`src/rtl/uart_ram_arbiter.sv`:
```
// Shares one single-port byte RAM between NCH receive writers and NCH transmit readers,
// one circular buffer per channel. Optional macro UART_RAM_ARBITER_DROP_EN drops bytes into full buffers.
module uart_ram_arbiter #(
    parameter int NCH       = 10,
    parameter int REGION_AW = 10,
    parameter int AW        = $clog2(NCH) + REGION_AW
) (
    input  logic                 i_clk,
    input  logic                 i_rst,
    input  logic [NCH-1:0]       i_wreq,
    input  logic [8*NCH-1:0]     i_wdata,
    output logic [NCH-1:0]       o_wack,
    input  logic [NCH-1:0]       i_rreq,
    output logic [NCH-1:0]       o_rvalid,
    output logic [7:0]           o_rdata,
    output logic [NCH-1:0]       o_empty,
    output logic [NCH-1:0]       o_full,
    output logic [NCH-1:0]       o_ovf,
    output logic [AW-1:0]        o_addr,
    output logic [7:0]           o_D,
    input  logic [7:0]           i_D,
    output logic                 o_we,
    output logic                 o_re,
    output logic [2:0]           o_dbg_state
);

    localparam int CW   = $clog2(NCH);
    localparam int CNTW = REGION_AW + 1;
    localparam logic [CNTW-1:0]      CNT_ONE  = CNTW'(1);
    localparam logic [CNTW-1:0]      CNT_FULL = {1'b1, {REGION_AW{1'b0}}};
    localparam logic [REGION_AW-1:0] PTR_ONE  = REGION_AW'(1);

    typedef enum logic [2:0] {ARB_W, WRITE, ARB_R, READ, RDATA} state_t;

    state_t                r_state;
    state_t                w_next;
    logic [CW-1:0]         r_ch;
    logic [7:0]            r_byte;
    logic [CW-1:0]         r_wlast;
    logic [CW-1:0]         r_rlast;
    logic [REGION_AW-1:0]  r_wptr  [NCH];
    logic [REGION_AW-1:0]  r_rptr  [NCH];
    logic [CNTW-1:0]       r_count [NCH];
    logic [NCH-1:0]        w_full;
    logic [NCH-1:0]        w_empty;
    logic [NCH-1:0]        w_welig;
    logic [NCH-1:0]        w_relig;
    logic [CW:0]           w_wpick;
    logic [CW:0]           w_rpick;
    logic                  w_drop;

    // Returns {found, index} of the first eligible channel after 'last', wrapping modulo NCH.
    function automatic logic [CW:0] rr_pick(input logic [NCH-1:0] elig, input logic [CW-1:0] last);
        logic [CW:0] k;
        logic [CW:0] res;
        res = '0;
        for (int i = NCH; i >= 1; i--) begin
            k = {1'b0, last} + (CW+1)'(i);
            if (k >= (CW+1)'(NCH)) k = k - (CW+1)'(NCH);
            if (elig[k[CW-1:0]]) res = {1'b1, k[CW-1:0]};
        end
        return res;
    endfunction

    always_comb begin
        w_full  = '0;
        w_empty = '0;
        for (int c = 0; c < NCH; c++) begin
            w_full[c]  = (r_count[c] == CNT_FULL);
            w_empty[c] = (r_count[c] == '0);
        end
    end

    assign o_full      = w_full;
    assign o_empty     = w_empty;
    assign w_relig     = i_rreq & ~w_empty;
    assign w_wpick     = rr_pick(w_welig, r_wlast);
    assign w_rpick     = rr_pick(w_relig, r_rlast);
    assign o_dbg_state = r_state;

`ifdef UART_RAM_ARBITER_DROP_EN
    logic [NCH-1:0] r_ovf;

    // Full receivers still win grants so they never stall; their byte is discarded.
    assign w_welig = i_wreq;
    assign w_drop  = w_full[r_ch];
    assign o_ovf   = r_ovf;

    always_ff @(posedge i_clk or negedge i_rst) begin
        if (!i_rst) begin
            r_ovf <= '0;
        end else if (r_state == WRITE && w_drop) begin
            r_ovf[r_ch] <= 1'b1;
        end
    end
`else
    assign w_welig = i_wreq & ~w_full;
    assign w_drop  = 1'b0;
    assign o_ovf   = '0;
`endif

    always_ff @(posedge i_clk or negedge i_rst) begin
        if (!i_rst) begin
            r_state <= ARB_W;
        end else begin
            r_state <= w_next;
        end
    end

    always_comb begin
        w_next   = r_state;
        o_we     = 1'b0;
        o_re     = 1'b0;
        o_wack   = '0;
        o_rvalid = '0;
        o_addr   = '0;
        o_D      = '0;
        o_rdata  = '0;
        case (r_state)
            ARB_W: w_next = w_wpick[CW] ? WRITE : ARB_R;
            WRITE: begin
                o_wack[r_ch] = 1'b1;
                if (!w_drop) begin
                    o_we   = 1'b1;
                    o_addr = {r_ch, r_wptr[r_ch]};
                    o_D    = r_byte;
                end
                w_next = ARB_R;
            end
            ARB_R: w_next = w_rpick[CW] ? READ : ARB_W;
            READ: begin
                o_re   = 1'b1;
                o_addr = {r_ch, r_rptr[r_ch]};
                w_next = RDATA;
            end
            RDATA: begin
                o_rvalid[r_ch] = 1'b1;
                o_rdata        = i_D;
                w_next         = ARB_W;
            end
            default: w_next = ARB_W;
        endcase
    end

    // Pointers are REGION_AW bits wide, so increments wrap inside the channel region.
    always_ff @(posedge i_clk or negedge i_rst) begin
        if (!i_rst) begin
            r_ch    <= '0;
            r_byte  <= '0;
            r_wlast <= CW'(NCH-1);
            r_rlast <= CW'(NCH-1);
            for (int c = 0; c < NCH; c++) begin
                r_wptr[c]  <= '0;
                r_rptr[c]  <= '0;
                r_count[c] <= '0;
            end
        end else begin
            case (r_state)
                ARB_W: if (w_wpick[CW]) begin
                    r_ch    <= w_wpick[CW-1:0];
                    r_byte  <= i_wdata[8*w_wpick[CW-1:0] +: 8];
                    r_wlast <= w_wpick[CW-1:0];
                end
                WRITE: if (!w_drop) begin
                    r_wptr[r_ch]  <= r_wptr[r_ch] + PTR_ONE;
                    r_count[r_ch] <= r_count[r_ch] + CNT_ONE;
                end
                ARB_R: if (w_rpick[CW]) begin
                    r_ch    <= w_rpick[CW-1:0];
                    r_rlast <= w_rpick[CW-1:0];
                end
                READ: begin
                    r_rptr[r_ch]  <= r_rptr[r_ch] + PTR_ONE;
                    r_count[r_ch] <= r_count[r_ch] - CNT_ONE;
                end
                default: ;
            endcase
        end
    end

endmodule

```
`config.mk`:
```
export PLATFORM = sky130hd
export DESIGN_NAME = uart_ram_arbiter
export DESIGN_NICKNAME = d
export VERILOG_FILES = /design/src/rtl/uart_ram_arbiter.sv
export SDC_FILE = /design/constraint.sdc
export NUM_CORES = 1
export LEC_CHECK = 0
export CAP_MARGIN = 10
export CELL_PAD_IN_SITES_DETAIL_PLACEMENT = 2
export CELL_PAD_IN_SITES_GLOBAL_PLACEMENT = 2
export CORE_ASPECT_RATIO = 1.25
export CORE_MARGIN = 2
export CORE_UTILIZATION = 42
export CTS_CLUSTER_DIAMETER = 50
export DETAILED_ROUTE_END_ITERATION = 16
export GPL_TIMING_DRIVEN = 0
export PLACE_DENSITY_LB_ADDON = 0.15
export SYNTH_ARGS = -nofsm -noshare
export SYNTH_HDL_FRONTEND = slang
export SYNTH_SLANG_ARGS = --single-unit
export TNS_END_PERCENT = 1
```
`constraint.sdc`:
```
create_clock -name i_clk -period 12.5 [get_ports i_clk]
set_input_delay 1.875 -clock i_clk [delete_from_list [all_inputs] [get_ports i_clk]]
set_output_delay 1.875 -clock i_clk [all_outputs]
set_load 0.005 [all_outputs]
```
==> results.py <==
metrics = {
    "setup_path": {
        "cpMostUsedCell": "buf_2",
        "cp.arrival_ps": 6820,
        "slowest_stage": "buf_1",
        "path_class": "reg2out",
        "cp-end-kind": "output pin",
        "max_stage_delay_ps": 680,
        "crit_chain": "buf_2 -> buf_2 -> buf_2 -> buf_2 -> buf_2 -> buf_2 -> buf_2 -> nand2_1 -> nor2_1 -> nand2_1 -> nor2_1 -> buf_1 -> clkdlybuf4s50_1",
        "crit_path_start_kind": "flop",
        "worst-path-buf-inv": 9,
        "cp_top_family": "buffers and inverters",
        "worst-endpoint-required_ps": 10620,
        "crit_fanout": 12,
    },
    "synth": {
        "synth_warnings": 0,
        "ys_async_sr_fraction_pct": 100,
        "yosys.area.top_type": "dfrtp_1",
        "syn_area_um2": 22500,
        "synth_flop_cell": "dfrtp_1",
        "netlist.area_leader.share_pct": 36.6,
        "synth_seq_area_share_pct": 37.1,
        "ys_top_cells_by_count": "dfrtp_1 (329), mux2_2 (232), nand2_1 (181)",
        "yosys.cell_count.top_type": "dfrtp_1",
        "synth-edff-count": 0,
        "synth.area.top_cells": "dfrtp_1 (37%), mux2_2 (12%), mux4_2 (8.3%), o21ai_0 (3.5%), mux2i_1 (3.4%)",
        "avgSynthCellArea_um2": 10.3,
        "syn_inst": 2172,
        "netlist-cell-type-count": 108,
        "ys_ff_latch": 333,
    },
    "global_route": {
        "grt.overflow.total": 0,
        "grt_usage_pct": 36.6,
        "grt_pass1_vias": 23100,
        "grt_pass1_wl_mm": 152,
        "antenna_found_initial": 1,
        "grt_max_degree": 100,
    },
    "clock_tree": {
        "ctsHoldBuffers": 0,
        "cts_sinks": 333,
        "clk_latency_ps": 560,
        "cts.repair.resized": 0,
        "path_clk_slew_ps": 60,
        "h-tree-depth": 2,
        "numCtsBuffers": 39,
        "cts_tree": "built",
        "post_cts_buffers": 0,
        "clock_path_buffers": 3,
        "cts.root.buffer_cell": "clkbuf_16",
    },
    "cells_and_area": {
        "drive_gt1_share_pct": 19.7,
        "final_nets": 2572,
        "syn2layout_area_growth_pct": 18.8,
        "utilization_pct": 50.5,
    },
    "floorplan": {
        "die_area_um2": 55400,
        "die-height_um": 263,
        "start_util_pct": 42.6,
        "num_rows": 94,
        "die_width_um": 211,
        "io_pins": 195,
        "coreArea_um2": 52800,
    },
    "place": {
        "dp_hpwl_mm": 73.5,
        "place.gp.congestion": 0.950,
        "dp_slack_ps": 4100,
        "port_buffers": 184,
    },
    "route": {
        "vias": 20500,
        "drc_errors": 0,
        "ant_nets": 0,
        "wl_mm": 101,
        "viasPerCell": 6.56,
        "dr.pass1.iters": 5,
        "drt_iter0_markers": 1403,
        "wire_per_inst_um": 32.6,
    },
    "sta": {
        "finalSetupViolations": 0,
        "min_period_ps": 8690,
        "fmax_mhz": 115,
        "fin_crit_sh_pct": 69.6,
        "hold_viol": 0,
        "clock_skew_ps": 44.0,
        "slew-limit-headroom_pct": 11.0,
        "slew_violations": 0,
        "rsz0062_at_grt": "false",
        "worst_slack_ps": 3810,
        "worst_pin_slew_ps": 1330,
    },
    "run": {
        "max-cap-violations": 0,
    },
    "outcome": {
        "status": "completed",
    },
    "hold_path": {
        "hold_class": "reg2reg",
    },
}
==> logic make-up (layout without fill, tap and decap cells) <==
family / after synthesis / after routing / share of synthesized area, %
simple gates: 602 / 602 / 13.7
compound gates: 532 / 532 / 15.8
mux: 403 / 403 / 24.5
flops: 333 / 333 / 37.1
buf+inv: 190 / 450 / 3.67
xor+xnor: 64 / 64 / 2.56
fa+ha+maj: 47 / 47 / 2.68
other cells: 1 / 13 / 0.0167
==> routing by layer <==
metal / wire [um] / track usage [%] / up-vias
met1: 37200 / 40.6 / 10800
met2: 53000 / 66.3 / 727
li1: - / - / 8650
met4: 7070 / 22.9 / 0
met3: 4090 / 4.35 / 313
met5: 0 / 0 / -
==> state kept, by name, summed over array words and instances (netlist names), named ones only <==
register,count
r_byte,8
o_dbg_state,3
r_ch,4
r_wptr,100
r_wlast,4
r_count,100
r_rlast,4
r_rptr,100
==> final cells by class <==
class	count	area, um^2
antenna	3	7.51
buffer	129	597
clock buffer	50	1090
clock inverter	17	262
fill	5373	26100
inverter	61	229
multi-input combinational	1658	13300
sequential	333	8340
tap	672	841
timing repair buffer	193	1980
==> cells in the final DEF (no fill, tap or decap), types with 13 or more instances in the layout <==
master,n
dfrtp_1,329
mux2_2,232
clkdlybuf4s50_1,183
nand2_1,181
o21ai_0,157
nor2_1,125
a21oi_1,89
mux4_2,83
clkbuf_1,79
mux2i_1,76
inv_1,55
xnor2_1,49
ha_1,45
nor3_1,40
clkbuf_16,40
a22oi_1,39
o211ai_1,35
nor4_1,34
and3_1,34
nand3_1,28
nand2b_1,26
o21a_1,26
a31oi_1,25
and2_1,23
buf_4,22
buf_2,20
or4_1,19
o31ai_1,18
nor2b_1,17
buf_1,15
o22ai_1,14
xor2_1,13
==> stage by stage <==
step	cells	hold slack [ps]	TNS, ps	instance area [um^2]
after detailed placement	3041	480	0	25300
final	3116	493	0	26700
after CTS	3108	494	0	26600
after global routing	3113	523	0	26700
after floorplan	2181	445	0	22500
after global placement	3037	458	-1538060	25200
==> worst paths after layout <==
kind                       cells past startpoint          end       start  slack [ps]
min reg2reg                                    2   r_rptr[52]  r_rptr[52]         490
max in group asynchronous                      4  r_count[10]       i_rst        9360
max                                           13    o_wack[7]     r_ch[1]        3810
min                                            2   r_rptr[52]  r_rptr[52]         490
max reg2reg                                   18    r_byte[2]  r_wlast[1]        4890
min in group asynchronous                      1   r_wptr[75]       i_rst        1280
==> worst register-to-register path, stage by stage (launching register included) <==
cell and delay (ps):
dfrtp_1 540, clkbuf_1 490, clkinv_1 600, ha_1 610
clkbuf_1 460, clkinv_1 450, ha_1 500, inv_1 70
a221o_1 270, o211ai_1 340, mux2_1 400, o22ai_1 280
nor2_1 130, and4_1 240, a31oi_1 300, nand2_1 360
nor3b_1 1040, nand2_1 210, o211ai_1 210
Power is not shown: default switching activity piles up to over one toggle a cycle in this logic, so the estimate is an artifact.
